[src/rtl/instruction_fetch.sv]
// Instruction fetch stage: samples the PC and issues one outstanding memory read.
// It holds the instruction for decode under valid/ready and tells the PC when to advance.
module instruction_fetch #(
    parameter int ADDR_W  = 64,
    parameter int INSTR_W = 32,
    parameter int CNT_W   = 32
) (
    input  logic               clock,
    input  logic               reset,
    input  logic [ADDR_W-1:0]  pc,
    input  logic               fetch_en,
    input  logic               flush,
    output logic               imem_req,
    output logic [ADDR_W-1:0]  imem_addr,
    input  logic               imem_rvalid,
    input  logic [INSTR_W-1:0] imem_rdata,
    input  logic               imem_err,
    output logic [INSTR_W-1:0] instr,
    output logic [ADDR_W-1:0]  instr_pc,
    output logic               instr_valid,
    output logic               instr_fault,
    input  logic               instr_ready,
    output logic               pc_advance,
    output logic [CNT_W-1:0]   fetch_count
);

    typedef enum logic [1:0] {
        S_IDLE,
        S_REQ,
        S_WAIT,
        S_VALID
    } state_e;

    state_e             state_q, state_d;
    logic               drop_q, drop_d;
    logic               req_q, req_d;
    logic [ADDR_W-1:0]  addr_q, addr_d;
    logic [INSTR_W-1:0] instr_q, instr_d;
    logic [ADDR_W-1:0]  instr_pc_q, instr_pc_d;
    logic               valid_q, valid_d;
    logic               fault_q, fault_d;
    logic [CNT_W-1:0]   count_q, count_d;

    // Flush outranks decode acceptance, so a redirected fetch never retires.
    assign pc_advance = (state_q == S_VALID) && instr_ready && !flush;

    always_comb begin
        // NOTE: every next-state signal is defaulted first so no path leaves one unassigned (no latches).
        state_d    = state_q;
        drop_d     = drop_q;
        req_d      = 1'b0;
        addr_d     = addr_q;
        instr_d    = instr_q;
        instr_pc_d = instr_pc_q;
        valid_d    = valid_q;
        fault_d    = fault_q;
        count_d    = count_q;

        case (state_q)
            S_IDLE: begin
                if (fetch_en && !flush) begin
                    addr_d = pc;
                    if (pc[1:0] == 2'b00) begin
                        state_d = S_REQ;
                        req_d   = 1'b1;
                    end else begin
                        // Misaligned PC faults immediately without touching memory.
                        state_d    = S_VALID;
                        valid_d    = 1'b1;
                        instr_d    = '0;
                        fault_d    = 1'b1;
                        instr_pc_d = pc;
                    end
                end
            end
            S_REQ: begin
                state_d = S_WAIT;
                if (flush) drop_d = 1'b1;
            end
            S_WAIT: begin
                if (imem_rvalid) begin
                    drop_d = 1'b0;
                    if (drop_q || flush) begin
                        state_d = S_IDLE;
                    end else begin
                        state_d    = S_VALID;
                        valid_d    = 1'b1;
                        instr_d    = imem_rdata;
                        fault_d    = imem_err;
                        instr_pc_d = addr_q;
                    end
                end else if (flush) begin
                    drop_d = 1'b1;
                end
            end
            S_VALID: begin
                if (flush) begin
                    state_d = S_IDLE;
                    valid_d = 1'b0;
                end else if (instr_ready) begin
                    state_d = S_IDLE;
                    valid_d = 1'b0;
                    count_d = count_q + CNT_W'(1);
                end
            end
            default: state_d = S_IDLE;
        endcase
    end

    always_ff @(posedge clock) begin
        // NOTE: state registers use non-blocking assignment so all flops update from pre-edge values.
        if (!reset) begin
            state_q    <= S_IDLE;
            drop_q     <= 1'b0;
            req_q      <= 1'b0;
            addr_q     <= '0;
            instr_q    <= '0;
            instr_pc_q <= '0;
            valid_q    <= 1'b0;
            fault_q    <= 1'b0;
            count_q    <= '0;
        end else begin
            state_q    <= state_d;
            drop_q     <= drop_d;
            req_q      <= req_d;
            addr_q     <= addr_d;
            instr_q    <= instr_d;
            instr_pc_q <= instr_pc_d;
            valid_q    <= valid_d;
            fault_q    <= fault_d;
            count_q    <= count_d;
        end
    end

    assign imem_req    = req_q;
    assign imem_addr   = addr_q;
    assign instr       = instr_q;
    assign instr_pc    = instr_pc_q;
    assign instr_valid = valid_q;
    assign instr_fault = fault_q;
    assign fetch_count = count_q;

endmodule

[config.mk]
export PLATFORM = sky130hd
export DESIGN_NAME = instruction_fetch
export DESIGN_NICKNAME = d
export VERILOG_FILES = /design/src/rtl/instruction_fetch.sv
export SDC_FILE = /design/constraint.sdc
export NUM_CORES = 1
export LEC_CHECK = 0
export CAP_MARGIN = 20
export CORE_MARGIN = 3
export CORE_UTILIZATION = 42
export CTS_BUF_LIST = sky130_fd_sc_hd__clkbuf_2 sky130_fd_sc_hd__clkbuf_4 sky130_fd_sc_hd__clkbuf_8
export DETAILED_ROUTE_END_ITERATION = 6
export PLACE_DENSITY = 0.79
export SYNTH_ARGS = -nofsm -noshare
export SYNTH_HDL_FRONTEND = slang
export SYNTH_SLANG_ARGS = --single-unit
export TNS_END_PERCENT = 100
[constraint.sdc]
create_clock -name clock -period 1.8 [get_ports clock]
set_input_delay 0.18 -clock clock [delete_from_list [all_inputs] [get_ports clock]]
set_output_delay 0.18 -clock clock [all_outputs]
set_load 0.01 [all_outputs]
**Word-level counts from Yosys, hierarchy flattened**

Index checks and enable logic that the tools add are counted.

- Input bits: 103
- Logic and storage cells: 66
- Output and inout port bits: 196
- Register bits after elaboration: 198

- Reduce and logical (&&, ||, !) cells: 16
- Mux-type cells: 31
- Eq/ne operators: 8
- Bitwise operators: 1
- Add/sub/neg operators: 1

Operator list:

| operator | number |
|---|---|
| two-way mux 64 bit | 4 |
| two-way mux 32 bit | 4 |
| one-hot mux 64 bit (2 select lines) | 1 |
| one-hot mux 32 bit (2 select lines) | 1 |
| adder 32 x 1 -> 32 bit (second input constant) | 1 |
| two-way mux 2 bit | 6 |
| two-way mux 1 bit | 11 |
| AND reduction 3 bit | 3 |
| inequality test 2 bit (second input constant) | 4 |
| one-hot mux 2 bit (4 select lines) | 1 |
| AND reduction 6 bit | 1 |
| AND reduction 5 bit | 1 |
| equality test 2 bit (second input constant) | 2 |
| zero test 2 bit | 2 |
| one-hot mux 1 bit (2 select lines) | 2 |
| nonzero test 2 bit | 2 |
| logical AND 1 bit | 3 |
| inequality test 3 bit (second input constant) | 1 |
| one-hot mux 1 bit (3 select lines) | 1 |
| nonzero test 3 bit | 1 |
| equality test 2 x 1 -> 1 bit (second input constant) | 1 |
| AND reduction 2 bit | 1 |
| zero test 1 bit | 1 |
| logical OR 1 bit | 1 |
| NOT 1 bit | 1 |

**Logic depth before layout (Yosys ltp)**

Gate-level depths: netlist of run 1.

- Word-level depth: 4
- Mapped depth: 8
- Depth with buffers taken out: 6

**Worst setup path before layout of run 1**

OpenSTA, ideal clock, no wires.

- Kind: register to register
- Start: reg state_q[0]
- End: reg count_q[26], in the netlist fetch_count[26]
- Required time: 1.728 ns
- Clock period less this slack: 1.983 ns
- Path buffers: 1
- Setup time: 0.072 ns
- Stages on the path, launching flop included: 7
- Setup slack: -0.183 ns
- Data arrival time: 1.911 ns
- Path through: dfxtp_1 ha_1 nand3b_4 or4_4 buf_6 nor4_1 mux2i_1

- Cells in the longest elaborated chain, start to end: 2

Ends and longest elaborated chain:

| element | RTL line | source |
|---|---|---|
| from (decl) | 34 | `state_e state_q, state_d;` |
| from (signal assigned) | 123 | `state_q <= state_d;` |
| equality test 2 bit | 59 | `case (state_q)` |
| AND reduction 3 bit (no line) | -- |  |
| to (signal assigned) | 131 | `count_q <= count_d;` |
| to (decl) | 42 | `logic [CNT_W-1:0] count_q, count_d;` |

Every way passes these cells.
A chain may end at the register's enable or synchronous reset.

**Final worst setup path of run 1**

- Start: reg state_q[1]
- End: reg count_q[23], in the netlist fetch_count[23]

The elaborated chain is that of the path after synthesis.

==> metrics.md, run 1 <==
| Metric | Value |
|---|---|
| Slew Limit Headroom | 0.646 |
| Crit end category | flop |
| Worst Path Buf+Inv | 1 |
| Nets@finish | about 1,400 |
| Top post-synthesis cells by area | dfxtp_1 (48%), a21oi_1 (11%), mux2i_1 (8.5%) |
| Static Leak | 4.68 nW |
| I/O Buffers | 298 |
| Failing checks | setup timing |
| Die H | approximately 150 µm |
| Routability cong. | 0.829 |
| Synthesized area per cell | 8.68 µm² |
| Worst Clk Skew | about 0.013 ns |
| Antenna-violating nets left | 0 |
| Core Area | 0.0190 mm² |
| Achievable Freq | 0.515 GHz |
| Crit path max-delay cell type | or3_4 |
| Tot GR Track Use | 0.246 |
| Final instance count without filler cells | 1,559 |
| Net switching power | roughly 0.0074 W |
| Antenna violations before repair | 0 |
| Slew at the pin closest to its max-slew limit | 0.529 ns |
| Initial DRT Pass Iterations | 5 |
| Vias/cell | 5.67 |
| Maximum number of pins on one net before global-route repair | 57 |
| Int Power | 0.0111 W |
| Post-synthesis sequential area ratio | 0.480 |
| Layout cells sized above 1 | 0.199 |
| RSZ-0062 raised after global routing | true |
| Min-Delay Path Class | primary input to flop |
| Run status | finished, violations left |
| Power Dens Cells | 1360 mW/mm² |
| Core Rows | 50 |
| #FFs+latches synth | 198 |
| CTS tree | done |
| Sequential Power Share | 0.314 |
| Critical path fanouts, max | 5 |
| First-pass GRT wire length | around 43 mm |
| Worst setup SP type | flop |
| Final Max Tran Viols | 0 |
| Worst EP required | around 2.2 ns |
| Critical path's largest stage delay | 0.49 ns |
| Hold Buf Count CTS | 0 |
| Setup crit start | state_q[1] |
| Synthesized area | 0.00825 mm² |
| Post-DP HPWL | 19.0 mm |
| Post-route setup slack | -0.140 ns |
| Combinational power share | 0.533 |
| Crit path max-delay family | simple AND/OR/NAND/NOR gates |
| Syn. warnings | 0 |
| Main synth FF type | dfxtp_1 |
| Vias in the first global route | 8,013 |
| Critical setup path kind | flop to flop |
| Post-synthesis instance total | 951 |
| Post-synth cell types | 41 |
| Gr ovfl total | 0 |
| Pre-CTS setup slack | -0.363 ns |
| Number of flops mapped to enable cells by yosys | 0 |
| Post-Route WL | 31.4 mm |
| Starting Density | 0.434 |
| Part of the power in the clock network | 0.153 |
| Initial DRC count | 585 |
| Vias | approximately 8,800 |
| Ys async rst share | 0 |
| Diodes inserted | 0 |
| Worst-path clk slew | 0.12 ns |
| Cts bufs inserted | 17 |
| Yosys top cell area share | 0.480 |
| Clock insertion delay at the later pin of the skew report | 0.48 ns |
| Total of max-cap violations | 0 |
| CTS root buf | clkbuf_8 |
| Die extent in x | 146 µm |
| Clock net sink count | just under 200 |
| Die footprint | 0.0214 mm² |
| Placed cell count | between 1,000 and 1,500 |
| Sw Ratio | 0.400 |
| CTS H-tree lvls | 4 |
| Fin crit share | 1.08 |
| Fillers | between 1,000 and 1,500 |
| Worst path cell trace | ha_4, nand3b_4, or3_4, buf_8, or4_4, a21oi_2 |
| Launch point of the worst reg-to-reg path | state_q[1] |
| Routed length per instance | 20.1 µm |
| Syn nets | 1,060 |
| DRC | 0 |
| Final hold vios | 0 |
| Peak supply drop | between 0.6 and 0.7 mV |
| Num ports | between 200 and 300 |
| Cell taking the most area after synthesis | dfxtp_1 |
| Minimum clock period | ~1.9 ns |
| Worst hold start | pc[19] |
| P&R area growth vs syn | 64.0% |
| Final setup viols | 87 |
| CTS max path bufs | 2 |
| Worst EP arrival | 2.37 ns |
==> worst min-delay path: cells and delay by family <==
kind / cells / cell delay, ns
buffers and inverters: 1 / 0.42
AND/OR/NAND/NOR: 1 / 0.06
AO/OA/AOI/OAI: 1 / 0.05
==> path summary, 6_finish.rpt <==
| kind | to | slack (ns) | depth (start not counted) |
|---|---|---|---|
| max reg2reg | fetch_count[23] | -0.14 | 6 |
| min reg2reg | fetch_count[31] | 0.47 | 2 |
| min | imem_addr[19] | 0.25 | 3 |
| max | fetch_count[23] | -0.14 | 6 |
==> layout make-up <==
| class | instances | area [µm²] | area share |
|---|---|---|---|
| repair buffers | 400 | 4310 | 0.318 |
| inverters | 10 | 46.3 | 0.00342 |
| flip-flops and latches | 198 | 3980 | 0.294 |
| multi-input cells | 659 | 4490 | 0.332 |
| clock inverters | 15 | 141 | 0.0104 |
| clock buffers | 17 | 234 | 0.0173 |
| well taps | 260 | 325 | 0.0240 |
==> cell families (layout without fill, tap and decap cells) <==
family          count (synthesis)  in the layout  share of synthesized area
flops                         198            198                      0.480
fa+ha+maj                       6              6                    0.00910
buf+inv                        95            442                     0.0458
simple gates                  262            262                      0.154
compound gates                312            312                      0.217
xor+xnor                        7              7                    0.00743
mux                            71             72                     0.0863
==> layer usage <==
layer | share of wire | global-route usage | up-vias
li1 | - | - | 4130
met1 | 0.41 | 0.311 | 4236
met2 | 0.47 | 0.404 | 413
met3 | 0.088 | 0.0760 | 67
met4 | 0.031 | 0.0781 | 0
met5 | 0 | 0 | -
==> cells in the final DEF, fill, tap and decap left out, types with 14 or more instances in the layout <==
cell type,instances
buf_6,14
a21oi_2,45
mux2i_1,68
o21ai_0,31
nand4_1,40
clkdlybuf4s50_1,296
nand2_1,148
buf_4,52
buf_12,21
a211oi_1,46
clkbuf_8,17
a211oi_2,19
dfxtp_1,186
a21oi_1,137
==> cells in the mapped netlist, drive strengths merged (7+ instances only) <==
| master | number |
|---|---|
| mux2i | 70 |
| dfxtp | 198 |
| a21oi | 183 |
| nand2b | 7 |
| buf | 25 |
| inv | 10 |
| nand3 | 10 |
| or4 | 13 |
| nand2 | 149 |
| o21ai | 40 |
| nand4 | 40 |
| clkbuf | 60 |
| a211oi | 65 |
| o31ai | 11 |
| nor2 | 13 |
| or3 | 7 |
| nor4 | 7 |
==> through the flow <==
stage                     power, W  TNS (ns)   util  hold WS (ns)  cell area (µm²)
final                       0.0185     -4.64  0.712         0.251            13500
after floorplan            0.00963   -0.0335      -         0.299             8310
after global placement      0.0133    -28.08  0.636         0.453            12100
after CTS                   0.0164    -0.896  0.668         0.225            12700
after global routing        0.0193    -12.26  0.712         0.235            13500
after detailed placement    0.0135    -35.53  0.636         0.461            12100
==> power groups by stage <==
stage                     clock [W]  sequential, W  combinational [W]
after global routing        0.00304        0.00589             0.0104
final                       0.00282        0.00579            0.00985
after global placement            0        0.00578            0.00756
after detailed placement          0        0.00581            0.00765
after CTS                   0.00286        0.00572            0.00780
after floorplan                   0        0.00614            0.00349
==> state kept, by name, indices dropped and copies added (netlist names) <==
signal and cells:
state_q 2, fetch_count 32, instr_pc 64, instr_fault 1, instr 32, imem_addr 64
imem_req 1, instr_valid 1, drop_q 1
==> repair_timing <==
item | in CTS | in global routing
endpoints found under the setup margin | 181 | 191
cloned | 1 | 15
pin swaps | 25 | 26
gates resized for setup | 33 | 137
buffers inserted | 10 | 3
(Power assumes the default switching activity.)
==> run 2, diff against run 1 <==
CORE_UTILIZATION = 50   (was 42)
PLACE_DENSITY = 0.88   (was 0.79)
clock period = 2.37 ns   (was 1.8 ns; I/O delays follow)
==> metrics.md, run 2 (synthesis gave the netlist of run 1 again) <==
| Metric | Value |
|---|---|
| Final instance count without filler cells | 1,435 (-8.0%) |
| Achievable Freq | 0.464 GHz (-9.9%) |
| TNS Setup | 0 ns (+4.64 ns) |
| Vias in the first global route | 8,028 (+0.19%) |
| Routability cong. | 0.821 (-0.92%) |
| Cts repair resizes | 3 (-91%) |
| Total of max-cap violations | 0 (unchanged) |
| Crit end category | flop |
| CTS H-tree lvls | 4 (unchanged) |
| Hold path depth | 3 (unchanged) |
| Worst EP required | 2.76 ns (+0.53 ns) |
| Hold Buf Count CTS | 0 (unchanged) |
| P&R area growth vs syn | 44.3% |
| Crit path max-delay family | simple AND/OR/NAND/NOR gates |
| Fin crit share | 0.909 (-0.169) |
| Core Area | 0.0160 mm² (-16%) |
| Placed cell count | 1,405 (-6.2%) |
| Die extent in x | 134 µm (-8.0%) |
| Minimum clock period | 2.15 ns (+0.214 ns) |
| Antenna-violating nets left | 0 (unchanged) |
| Die footprint | 0.0181 mm² (-15%) |
| Power Dens Cells | 996 mW/mm² (-27%) |
| RSZ-0062 raised after global routing | false |
| Layout cells sized above 1 | 0.0558 (-0.143) |
| Worst EP arrival | 2.55 ns (+0.18 ns) |
| DRC | 0 (unchanged) |
| Worst path cell trace | ha_2, nand3b_4, or4_4, or4_1, a21oi_1 |
| Core Rows | 46 (-8.0%) |
| Nets@finish | 1,317 (-5.6%) |
| Final core utilization | 0.744 (+0.0323) |
| Clock insertion delay at the later pin of the skew report | 0.46 ns (-0.02 ns) |
| Run status | completed |
| Final setup viols | 0 (-100%) |
| First-pass GRT wire length | 40.8 mm (-5.9%) |
| CTS tree | done |
| Crit path max-delay cell type | or4_4 |
| Slew Limit Headroom | 0.638 (-0.00865) |
| Stages on worst setup path | 5 (-1) |
| Critical path fanouts, max | 14 (+9) |
| Worst Path Buf+Inv | 0 (-1) |
| Gr ovfl total | 0 (unchanged) |
| Vias | 8,311 (-6.0%) |
| Critical setup path kind | flop to flop |
| Worst setup SP type | flop |
| Cts bufs inserted | 17 (unchanged) |
| Vias/cell | 5.79 (+2.1%) |
| Antenna violations before repair | 0 (unchanged) |
| CTS root buf | clkbuf_8 |
| # Post-CTS Setup Buffers | 0 (-10) |
| Routed length per instance | 18.1 µm (-10%) |
| Min-Delay Path Class | primary input to flop |
| Worst-path clk slew | 0.10 ns (-0.02 ns) |
| Post-Route WL | 25.9 mm (-17%) |
| Peak supply drop | 0.820 mV (+26%) |
| Post-DP HPWL | 17.7 mm (-6.7%) |
| Initial DRC count | 527 (-9.9%) |
| Die H | 134 µm (-8.0%) |
| Clock net sink count | 198 (unchanged) |
| Starting Density | 0.516 (+0.0818) |
| Maximum number of pins on one net before global-route repair | 100 (+75%) |
| Pwr Total | 0.0119 W (-36%) |
| Tot GR Track Use | 0.276 (+0.0298) |
| Static Leak | 3.94 nW (-16%) |
| Slew at the pin closest to its max-slew limit | 0.544 ns (+0.0145 ns) |
| CTS max path bufs | 2 (unchanged) |
| I/O Buffers | 298 (unchanged) |
| Worst R2R Path Depth | 5 (-1) |
| Worst Clk Skew | 0.0128 ns (-0.000637 ns) |
| Final Max Tran Viols | 0 (unchanged) |
| Most common cell after layout, fill and taps aside | clkdlybuf4s50_1 |
| Num ports | 299 (unchanged) |
| Diodes inserted | 0 (unchanged) |
| Critical path's largest stage delay | 0.65 ns (+0.16 ns) |
| Most frequent cells in the layout | clkdlybuf4s50_1 (297), dfxtp_1 (197), a21oi_1 (183) |
| Initial DRT Pass Iterations | 5 (unchanged) |
| Final hold vios | 0 (unchanged) |
run 2: final timing paths:
kind                              startpoint              end  slack [ns]
worst max-delay path              state_q[0]  fetch_count[28]        0.22
worst min-delay path                  pc[43]    imem_addr[43]        0.34
worst max register to register    state_q[0]  fetch_count[28]        0.22
worst min register to register  imem_addr[0]     imem_addr[0]        0.47
run 2: tightest hold or removal path, cell delays in order:
cell and delay (ns):
clkdlybuf4s50_1 0.41, nand2_1 0.06, a21oi_1 0.05
run 2: through the flow:
step           cell area (µm²)  worst slack (ns)  hold WS (ns)
3_3_place_gp             11500             0.104         0.454
5_1_grt                  11900            0.0838         0.335
3_5_place_dp             11500            0.0823         0.463
4_1_cts                  11900             0.227         0.310
6_report                 11900             0.216         0.339
2_1_floorplan             8250             0.387         0.356
run 2: cell type report:
cell class / instances / area, µm²
well taps: 216 / 270
inverters: 10 / 42.5
flip-flops and latches: 198 / 3970
multi-input cells: 658 / 3960
repair buffers: 323 / 3280
clock buffers: 17 / 234
clock inverters: 13 / 148
fillers: 1129 / 4100
run 2: per-layer routing:
| metal | vias to the layer above | track usage | routed length (µm) |
|---|---|---|---|
| met1 | 3926 | 0.335 | 10200 |
| met3 | 70 | 0.0890 | 2330 |
| met4 | 0 | 0.114 | 949 |
| met2 | 359 | 0.455 | 12400 |
| met5 | - | 0 | 0 |
| li1 | 3956 | - | - |
run 2: power by group:
part	internal, W	switching [W]
Sequential	0.00397	0.000375
Clock	0.000943	0.00120
Combinational	0.00240	0.00297
==> run 3, diff against run 2 <==
CORE_UTILIZATION = 48   (was 50)
CTS_BUF_LIST = unset   (was sky130_fd_sc_hd__clkbuf_2 sky130_fd_sc_hd__clkbuf_4 sky130_fd_sc_hd__clkbuf_8)
PLACE_DENSITY = 0.85   (was 0.88)
==> metrics.md, run 3 (synthesis gave the netlist of run 1 again) <==
| Metric | Value |
|---|---|
| Initial DRT Pass Iterations | 5 (unchanged) |
| Fin crit share | 0.957 (+0.0479) |
| Launch point of the worst reg-to-reg path | state_q[1] |
| R2r endpoint | fetch_count[25] |
| Fillers | 1,269 (+12%) |
| Gr ovfl total | 0 (unchanged) |
| # Post-CTS Setup Buffers | 0 (unchanged) |
| Core Area | 0.0167 mm² (+4.4%) |
| Hold path depth | 3 (unchanged) |
| I/O Buffers | 298 (unchanged) |
| Hold EP | imem_addr[38] |
| Num ports | 299 (unchanged) |
| Worst hold start | pc[38] |
| DRC | 0 (unchanged) |
| First-pass GRT wire length | 40.9 mm (about the same) |
| Slew Limit Headroom | 0.592 (-0.0457) |
| Minimum clock period | 2.27 ns (+0.113 ns) |
| Die H | 137 µm (+2.0%) |
| Worst-path clk slew | 0.07 ns (-0.03 ns) |
| Worst R2R Path Depth | 5 (unchanged) |
| Reg2reg setup slack | 0.10 ns (-0.11 ns) |
| Vias in the first global route | 7,963 (-0.81%) |
| Worst Clk Skew | 0.0124 ns (-0.000430 ns) |
| Critical path fanouts, max | 18 (+4) |
| Clock net sink count | 198 (unchanged) |
| Worst setup SP type | flop |
| Cts bufs inserted | 17 (unchanged) |
| Setup crit start | state_q[1] |
| Min-Delay Path Class | primary input to flop |
| Worst EP arrival | 2.63 ns (+0.08 ns) |
| Slew at the pin closest to its max-slew limit | 0.612 ns (+0.0686 ns) |
| RSZ-0062 raised after global routing | false |
| Tot GR Track Use | 0.272 (-0.00402) |
| Initial DRC count | 450 (-15%) |
| Die extent in x | 137 µm (+2.0%) |
| Antenna-violating nets left | 0 (unchanged) |
| FF/Latch Area | 0.00396 mm² (about the same) |
| Peak supply drop | 0.694 mV (-15%) |
| Routability cong. | 0.797 (-3.0%) |
| Maximum number of pins on one net before global-route repair | 79 (-21%) |
| Crit end category | flop |
| Vias/cell | 5.75 (-0.71%) |
| Sw Ratio | 0.363 (-0.0198) |
| Diodes inserted | 0 (unchanged) |
| Die footprint | 0.0188 mm² (+4.0%) |
| Final Max Tran Viols | 0 (unchanged) |
| Starting Density | 0.494 (-0.0216) |
| Critical setup path kind | flop to flop |
| Multi-input gate area | 0.00396 mm² (unchanged) |
| Nets@finish | 1,320 (+0.23%) |
| Part of the power in the clock network | 0.244 (+0.063) |
| Achievable Freq | 0.441 GHz (-5.0%) |
| P&R area growth vs syn | 48.0% |
| Layout cells sized above 1 | 0.0588 (+0.00304) |
| Final hold vios | 0 (unchanged) |
| Sequential Power Share | 0.333 (-0.034) |
| CTS max path bufs | 2 (unchanged) |
| Post-Route WL | 26.7 mm (+3.0%) |
| Total of max-cap violations | 0 (unchanged) |
| Most frequent cells in the layout | clkdlybuf4s50_1 (297), dfxtp_1 (198), a21oi_1 (183) |
| Net switching power | 0.00474 W (+4.3%) |
| CTS H-tree lvls | 4 (unchanged) |
| Worst EP required | 2.74 ns (-0.02 ns) |
| CTS tree | done |
| Vias | 8,304 (-0.084%) |
| Static Leak | 4.09 nW (+3.7%) |
| Run status | completed |
| Pwr Total | 0.0130 W (+9.9%) |
| Hold Buf Count CTS | 0 (unchanged) |
| Clock insertion delay at the later pin of the skew report | 0.44 ns (-0.02 ns) |
| Most common cell after layout, fill and taps aside | clkdlybuf4s50_1 |
| Final setup viols | 0 (unchanged) |
| TNS Setup | 0 ns (unchanged) |
| Post-DP HPWL | 17.7 mm (about the same) |
| CTS root buf | clkbuf_16 |
| Core Rows | 47 (+2.2%) |
| Int Power | 0.00830 W (+13%) |
| Combinational power share | 0.423 (-0.030) |
| Power Dens Cells | 1070 mW/mm² (+7.2%) |
| Routed length per instance | 18.5 µm (+2.3%) |
| Antenna violations before repair | 0 (unchanged) |
run 3: cell types whose count changed in the layout (fill, tap and decap cells not counted), sizes merged:
cell / before / now
buf: 25 / 28
bufinv: 2 / 4
clkinvlp: 3 / 1
clkbuf: 17 / 18
inv: 15 / 16
run 3: layout make-up:
| class | count | share of cell area |
|---|---|---|
| inverter | 10 | 0.00348 |
| clock inverter | 14 | 0.0172 |
| timing repair buffer | 326 | 0.272 |
| clock buffer | 18 | 0.0360 |
| tap | 220 | 0.0225 |
| multi-input combinational | 658 | 0.324 |
| sequential | 198 | 0.325 |
run 3: power groups by stage:
stage | sequential (W) | clock, W | combinational, W
detailed placement | 0.00441 | 0 | 0.00547
CTS | 0.00434 | 0.00322 | 0.00551
global route | 0.00441 | 0.00333 | 0.00591
global placement | 0.00438 | 0 | 0.00537
floorplan | 0.00466 | 0 | 0.00264
finish | 0.00434 | 0.00318 | 0.00551
run 3: what timing repair did:
action | in CTS | in global routing
endpoints found under the hold margin | 0 | 0
setup endpoints to repair | 1 | 0
resized for setup | 2 | 0
run 3: layer usage:
metal / track usage / wire length, µm / vias up
met5: 0 / 0 / -
met4: 0.119 / 965 / 0
met3: 0.0904 / 2610 / 69
met2: 0.451 / 12800 / 366
met1: 0.321 / 10400 / 3899
li1: - / - / 3970
run 3: critical path, cell delays in order, from the launching register on:
cell and delay, ns:
dfxtp_1 0.42, ha_2 0.25, nand3b_4 0.13, or3_1 0.65
or4_1 0.60, a21oi_1 0.15
run 3: worst max path at each step:
stage	end	depth (start not counted)
2_1_floorplan	fetch_count[26]	6
3_3_place_gp	fetch_count[25]	5
3_5_place_dp	fetch_count[25]	5
4_1_cts	fetch_count[25]	5
5_1_grt	fetch_count[25]	5
6_report	fetch_count[25]	5
run 3: metrics by stage:
| step | util | instances | setup slack [ns] | instance area (µm²) | hold WS (ns) |
|---|---|---|---|---|---|
| after floorplan | - | 951 | 0.387 | 8250 | 0.356 |
| after global placement | 0.692 | 1412 | 0.0366 | 11600 | 0.454 |
| after detailed placement | 0.692 | 1412 | 0.0143 | 11600 | 0.462 |
| after CTS | 0.731 | 1444 | 0.122 | 12200 | 0.352 |
| after global routing | 0.731 | 1444 | 0.0261 | 12200 | 0.362 |
| final | 0.731 | 1444 | 0.102 | 12200 | 0.367 |
